<file path="src/rtl/lc3_control_fsm.sv">
// LC-3 instruction sequencer (ISDU): Moore FSM that walks the datapath through
// fetch, decode and execute, with a parameterised hold on every memory access state.
module lc3_control_fsm #(
    parameter int MEM_WAIT = 2
) (
    input  logic       Clk,
    input  logic       Reset,
    input  logic       Run,
    input  logic       Continue,
    input  logic [3:0] Opcode,
    input  logic       IR_5,
    input  logic       IR_11,
    input  logic       BEN,
    output logic       LD_MAR,
    output logic       LD_MDR,
    output logic       LD_IR,
    output logic       LD_BEN,
    output logic       LD_CC,
    output logic       LD_REG,
    output logic       LD_PC,
    output logic       LD_LED,
    output logic       GatePC,
    output logic       GateMDR,
    output logic       GateALU,
    output logic       GateMARMUX,
    output logic [1:0] PCMUX,
    output logic [1:0] ADDR2MUX,
    output logic [1:0] ALUK,
    output logic       DRMUX,
    output logic       SR1MUX,
    output logic       SR2MUX,
    output logic       ADDR1MUX,
    output logic       Mem_OE,
    output logic       Mem_WE
);

    typedef enum logic [4:0] {
        HALTED, S18, S33, S35, S32, S1, S5, S9, S0, S22, S12,
        S4, S21, S6, S7, S25, S27, S23, S16, P1, P2
    } state_t;

    localparam logic [2:0] WAIT_LAST = 3'(MEM_WAIT - 1);

    state_t     state, state_next;
    logic [2:0] wait_cnt;
    logic       in_wait, wait_done;

    // Only JSR is implemented, so the JSR/JSRR select is deliberately ignored.
    logic unused_ir_11;
    assign unused_ir_11 = IR_11;

    assign in_wait   = (state == S33) || (state == S25) || (state == S16);
    assign wait_done = (wait_cnt == WAIT_LAST);

    // NOTE: state and counter use non-blocking assignments so every flop samples pre-edge values.
    always_ff @(posedge Clk or negedge Reset) begin
        if (!Reset) begin
            state    <= HALTED;
            wait_cnt <= '0;
        end else begin
            state    <= state_next;
            // Counter rests at zero outside memory states, so each entry starts from 0.
            wait_cnt <= (in_wait && !wait_done) ? wait_cnt + 3'd1 : 3'd0;
        end
    end

    // NOTE: every output and state_next gets a default first, so no path can infer a latch.
    always_comb begin
        state_next = state;
        LD_MAR     = 1'b0;
        LD_MDR     = 1'b0;
        LD_IR      = 1'b0;
        LD_BEN     = 1'b0;
        LD_CC      = 1'b0;
        LD_REG     = 1'b0;
        LD_PC      = 1'b0;
        LD_LED     = 1'b0;
        GatePC     = 1'b0;
        GateMDR    = 1'b0;
        GateALU    = 1'b0;
        GateMARMUX = 1'b0;
        PCMUX      = 2'b00;
        ADDR2MUX   = 2'b00;
        ALUK       = 2'b00;
        DRMUX      = 1'b0;
        SR1MUX     = 1'b0;
        SR2MUX     = 1'b0;
        ADDR1MUX   = 1'b0;
        Mem_OE     = 1'b0;
        Mem_WE     = 1'b0;

        case (state)
            HALTED: if (Run) state_next = S18;
            S18: begin
                GatePC     = 1'b1;
                LD_MAR     = 1'b1;
                LD_PC      = 1'b1;
                state_next = S33;
            end
            S33, S25: begin
                Mem_OE = 1'b1;
                LD_MDR = wait_done;
                if (wait_done) state_next = (state == S33) ? S35 : S27;
            end
            S35: begin
                GateMDR    = 1'b1;
                LD_IR      = 1'b1;
                state_next = S32;
            end
            S32: begin
                LD_BEN = 1'b1;
                case (Opcode)
                    4'b0001: state_next = S1;
                    4'b0101: state_next = S5;
                    4'b1001: state_next = S9;
                    4'b0000: state_next = S0;
                    4'b1100: state_next = S12;
                    4'b0100: state_next = S4;
                    4'b0110: state_next = S6;
                    4'b0111: state_next = S7;
                    4'b1101: state_next = P1;
                    default: state_next = S18;
                endcase
            end
            S1, S5: begin
                SR1MUX     = 1'b1;
                SR2MUX     = IR_5;
                ALUK       = (state == S1) ? 2'b00 : 2'b01;
                GateALU    = 1'b1;
                LD_REG     = 1'b1;
                LD_CC      = 1'b1;
                state_next = S18;
            end
            S9: begin
                SR1MUX     = 1'b1;
                ALUK       = 2'b10;
                GateALU    = 1'b1;
                LD_REG     = 1'b1;
                LD_CC      = 1'b1;
                state_next = S18;
            end
            S0: state_next = BEN ? S22 : S18;
            S22, S21: begin
                ADDR2MUX   = (state == S22) ? 2'b10 : 2'b11;
                PCMUX      = 2'b10;
                LD_PC      = 1'b1;
                state_next = S18;
            end
            S12: begin
                SR1MUX     = 1'b1;
                ALUK       = 2'b11;
                GateALU    = 1'b1;
                PCMUX      = 2'b01;
                LD_PC      = 1'b1;
                state_next = S18;
            end
            S4: begin
                GatePC     = 1'b1;
                DRMUX      = 1'b1;
                LD_REG     = 1'b1;
                state_next = S21;
            end
            S6, S7: begin
                SR1MUX     = 1'b1;
                ADDR1MUX   = 1'b1;
                ADDR2MUX   = 2'b01;
                GateMARMUX = 1'b1;
                LD_MAR     = 1'b1;
                state_next = (state == S6) ? S25 : S23;
            end
            S27: begin
                GateMDR    = 1'b1;
                LD_REG     = 1'b1;
                LD_CC      = 1'b1;
                state_next = S18;
            end
            S23: begin
                ALUK       = 2'b11;
                GateALU    = 1'b1;
                LD_MDR     = 1'b1;
                state_next = S16;
            end
            S16: begin
                Mem_WE = 1'b1;
                if (wait_done) state_next = S18;
            end
            P1: begin
                LD_LED = 1'b1;
                if (Continue) state_next = P2;
            end
            // Wait for Continue to drop so one press runs exactly one instruction.
            P2: if (!Continue) state_next = S18;
            default: state_next = HALTED;
        endcase
    end

endmodule

</file>
<file path="config.mk">
export PLATFORM = sky130hd
export DESIGN_NAME = lc3_control_fsm
export DESIGN_NICKNAME = d
export VERILOG_FILES = /design/src/rtl/lc3_control_fsm.sv
export SDC_FILE = /design/constraint.sdc
export NUM_CORES = 1
export LEC_CHECK = 0
export CORE_ASPECT_RATIO = 1.5
export CORE_MARGIN = 2
export CORE_UTILIZATION = 30
export CTS_CLUSTER_SIZE = 8
export DETAILED_ROUTE_END_ITERATION = 12
export PLACE_DENSITY = 0.59
export SLEW_MARGIN = 20
export SYNTH_ARGS = -nofsm -noshare
export SYNTH_HDL_FRONTEND = slang
export SYNTH_SLANG_ARGS = --single-unit
export TNS_END_PERCENT = 1
</file>
<file path="constraint.sdc">
create_clock -name Clk -period 1.7 [get_ports Clk]
set_input_delay 0.255 -clock Clk [delete_from_list [all_inputs] [get_ports Clk]]
set_output_delay 0.255 -clock Clk [all_outputs]
set_load 0.005 [all_outputs]
</file>
# Word level (Yosys, flattened, before mapping)
# Memory sizes are Yosys's and may differ from the RTL's.
# Cells that the tools add are included.
# Widths: inputs -> output; s select.
[totals]
regBits = 8
in_bits = 11
rom_bits = 80
memories = 1
output_inout_bits = 24
[classes]
muxes = 32
n_reduce_logical = 20
add_sub_neg = 1
eq_ne = 26
[memory_table]
columns = ["memory", "words", "word_bits", "read_ports", "rd_clocked_by_memory_dff", "write_ports", "line", "source"]
rows = [
  ["(name not given)", 16, 5, 1, 0, 0, "112", "case (Opcode)"],
]
[ops]
columns = ["op", "n"]
rows = [
  ["$pmux 5 s13", 1],
  ["$eq 5x4->1 const B", 8],
  ["$mux 5", 7],
  ["$eq 5x5->1 const B", 5],
  ["$eq 5x3->1 const B", 4],
  ["$mux 1", 18],
  ["$reduce_or 2->1", 7],
  ["$eq 5x2->1 const B", 2],
  ["$ne 2x2->1 const B", 5],
  ["$reduce_or 5->1", 2],
  ["$pmux 2 s2", 2],
  ["$reduce_or 4->1", 2],
  ["$reduce_or 7->1", 1],
  ["$pmux 2 s3", 1],
  ["$reduce_or 6->1", 1],
  ["$eq 5x1->1 const B", 1],
  ["$logic_not 5->1", 1],
  ["$reduce_and 5->1", 1],
  ["$mux 4", 1],
  ["$add 3x1->3 const B", 1],
  ["$eq 3x1->1 const B", 1],
  ["$mux 3", 1],
  ["$reduce_or 3->1", 1],
  ["$logic_or 1x1->1", 2],
  ["3 further kinds", 3],
]

# Longest topological paths before layout
# Gate-level depths: netlist of run 1.
[logic_depth]
ltp_word = 5
ltp_mapped = 6

# Worst setup path before layout of run 1
# OpenSTA, ideal clock, no wires.
[synth_timing]
kind = "reg2reg"
from = "register state[3]"
to = "register state[4]"
t_arrival_ns = 1.439
path_stages_with_launch = 6
setup_slack_ns = 0.136
synth_period_minus_slack_ns = 1.564
t_required_ns = 1.575
cell_sequence = "dfrtp_1 > buf_6 > and4b_1 > o211ai_2 > o311a_4 > mux2_4"
[synth_between]
elab_chain_len = 4
word_cells_on_any_way = 34
cone_classes = "25 x eq/ne; 4 x mux; 5 x reduce/logical"
[synth_rtl]
columns = ["element", "line", "source"]
rows = [
  ["start, declared", "44", "state_t state, state_next;"],
  ["start signal, assigned", "61", "state <= state_next;"],
  ["$eq 5x2->1 or $eq 5x4->1 (tied branches)", "92, 103", ""],
  ["$mux 5 or $reduce_or 2->1 (tied branches)", "103, 92", ""],
  ["$mux 5 or $ne 2x2->1 (tied branches)", "--", ""],
  ["$pmux 5 s13 or $reduce_and 5->1 (tied branches)", "--", ""],
]
# Parallel ways exist; a longest one is shown, timed or not. The select of a mux whose other input is x is not followed.
# A chain may end at the register's enable or synchronous reset.

# Worst setup path in the final report of run 1
[layout_timing]
from = "register state[0]"
to = "output port LD_IR"
[layout_between]
elab_chain_len = 2
[layout_rtl]
columns = ["element", "line", "source"]
rows = [
  ["$eq 5x2->1", "92", "case (state)"],
  ["$mux 1", "92", ""],
  ["end, declared", "16", "output logic LD_IR,"],
]
# Every way passes these cells.

==> results.yml, run 1 <==
sta:
  worst_clock_skew_ps: 0.581
  max_freq_mhz: 546
  worst_slack_ps: -131
  rsz0062_at_grt: "true"
  fin_setup_tns_ps: -1140
  hold_viol_final: 0
  tightest_slew_ps: 346
  maxSlewViolCount: 0
  timing.final.crit_period_ps: 1830
  min_period_over_period: 1.08
  slew-limit-headroom: 0.769
  setup_viol: 17
worst_setup_path:
  r2r_slack_ps: -120
  rr_endpoint: "state[4]"
  crit_fanout: 7
  crit_type: "flop to output port"
  arrival_ps: 1580
  cp-end-kind: "output port"
  critPathLaunchType: "flop"
  worstReg2RegStart: "state[0]"
  r2r_cells: 6
  cp.required_ps: 1440
  cp-startpoint: "state[0]"
  crit_path_end: "LD_IR"
clock_tree:
  clock_latency_ps: 220
  clockBufferDepth: 2
  root_buffer: "clkbuf_8"
  cts_tree: "yes"
  clk_pin_slew_ps: 40
  clock_sinks: 8
  htreeDepth: 1
  numCtsBuffers: 3
pwr:
  leakagePower_nw: 1.02
  vdd_drop_max_uv: 747
  power_mw: 3.44
  powerDensity_nw_per_um2: 1620
logic_synthesis:
  yosysUniqueCellTypes: 57
  async_flop_share: 1.00
  synth_edf_count: 0
  synth_top_area_share: 0.193
  yosysTopAreaCell: "dfrtp_1"
  ys_ff_latch: 8
  synth_nets: 153
  dominantRegCellSynth: "dfrtp_1"
  synthTopCellsByArea: "dfrtp_1 19%, nor2_1 5.1%, nand2_1 4.7%"
  syn_area_sq_um: 1040
  ys_seq_area_frac: 0.193
  syn_avg_cell_area_sq_um: 7.42
  yosysWarnings: 0
  postSynthCellCount: 140
die:
  die_x_um: 52.0
  start_util: 0.310
  die_area_sq_um: 3960
  fp.coreArea_sq_um: 3350
  rows: 26
  io_pins: 35
  die_height_um: 76.1
job:
  cap_viol_max_count: 0
route:
  dr_total_vias: 1458
  drt-total-wl_mm: 4.24
  ant_nets: 0
  post_drt_via_cell_ratio: 5.21
  dr.pass1.iters: 4
  drc: 0
  drt_iter0_drc: 26
  wire_per_inst_um: 15.2
status:
  status: "complete, but fails checks"
  violations: "setup timing"
place:
  routabilityCongestion: 0.888
  dp_hpwl_mm: 2.95
  numPortBuffers: 33
grt:
  grt_pass1_vias: 1548
  track_usage: 0.224
  grt.overflow.total: 0
  antenna_found_initial: 0
  grt_max_degree: 13
  grt_pass1_wl_mm: 6.91
hold_path:
  hold_class: "input port to asynchronous set/reset pin"
final_layout:
  layout_commonest_cell: "buf_4"
  antenna_cells: 0
  fin_util: 0.635
  drive_gt1_frac: 0.580
  final_cell_mix: "56 x buf_4, 18 x buf_6, 10 x nor2_1, 9 x nand2_1, 9 x clkdlybuf4s50_1"
  final_net_count: 253
  area_delta_synth_final_pct: 105
## metal layers
layer / wire, um / GRT usage
met5: 0 / 0
met4: 76 / 0.126
met3: 145 / 0.0137
met2: 2420 / 0.405
met1: 1600 / 0.245
## where the power goes
part	internal, mW	switching [mW]
Clock	0.153	0.0664
Sequential	0.259	0.137
Combinational	1.57	1.25
Total	1.98	1.45
## cells by family after synthesis
| family | synth area share |
|---|---|
| simple gates | 0.341 |
| compound gates | 0.265 |
| buf+inv | 0.101 |
| flops | 0.193 |
| xor+xnor | 0.0422 |
| mux | 0.0337 |
| fa+ha+maj | 0.0241 |
## layout make-up
type                    instances  area (sq um)
well taps                      42          52.6
repair buffers                106           875
inverters                       9          38.8
fillers                       279          1220
flip-flops and latches          8           205
clock buffers                   3          41.3
multi-input cells             112           916
## flip-flops by register name, summed over array words and instances, names as in the netlist
| name | count |
|---|---|
| wait_cnt | 3 |
| state | 5 |
## through the flow
| step | worst slack (ps) | hold WS (ps) | instances | area, sq um |
|---|---|---|---|---|
| 3_5_place_dp | -249 | 538 | 259 | 1760 |
| 3_3_place_gp | -232 | 514 | 259 | 1760 |
| 2_1_floorplan | 136 | -40.6 | 140 | 1040 |
| 5_1_grt | -185 | 328 | 280 | 2130 |
| 6_report | -131 | 305 | 280 | 2130 |
| 4_1_cts | -187 | 311 | 279 | 2080 |
## timing repair
item	4_1_cts	5_1_grt
hold buffers	0	0
pin swaps	15	9
gates cloned	0	0
hold endpoints to repair	0	0
gates resized for setup	98	36
buffers inserted	17	1
setup endpoints to repair	28	27
## how the worst min path moves through the flow
stage / startpoint / endpoint / slack, ps / cells past startpoint
2_1_floorplan: Reset / state[0] / -40 / 0
3_3_place_gp: wait_cnt[0] / wait_cnt[0] / 510 / 2
3_5_place_dp: wait_cnt[0] / wait_cnt[0] / 540 / 2
4_1_cts: Reset / wait_cnt[1] / 310 / 1
5_1_grt: Reset / state[4] / 330 / 1
6_report: Reset / wait_cnt[1] / 300 / 1
## Yosys cell counts, drive strengths merged (4+ instances only)
library cell  count
nor2             16
nand2            14
inv               9
nor3              9
buf               8
dfrtp             8
nand3             7
a21oi             6
o21ai             6
nand2b            5
xnor2             4
## critical path, stage by stage (launching register included)
cell and delay (ps):
dfrtp_2 500, buf_4 160, buf_6 90, nand2_4 50
buf_4 150, nor3_1 150, dlygate4sd2_1 250
(Power assumes the default switching activity.)
==> inputs of run 2 (changes only) <==
- CAP_MARGIN: default -> 0
==> results of run 2 <==
Final layout, timing and power as in run 1 (identical DEF).
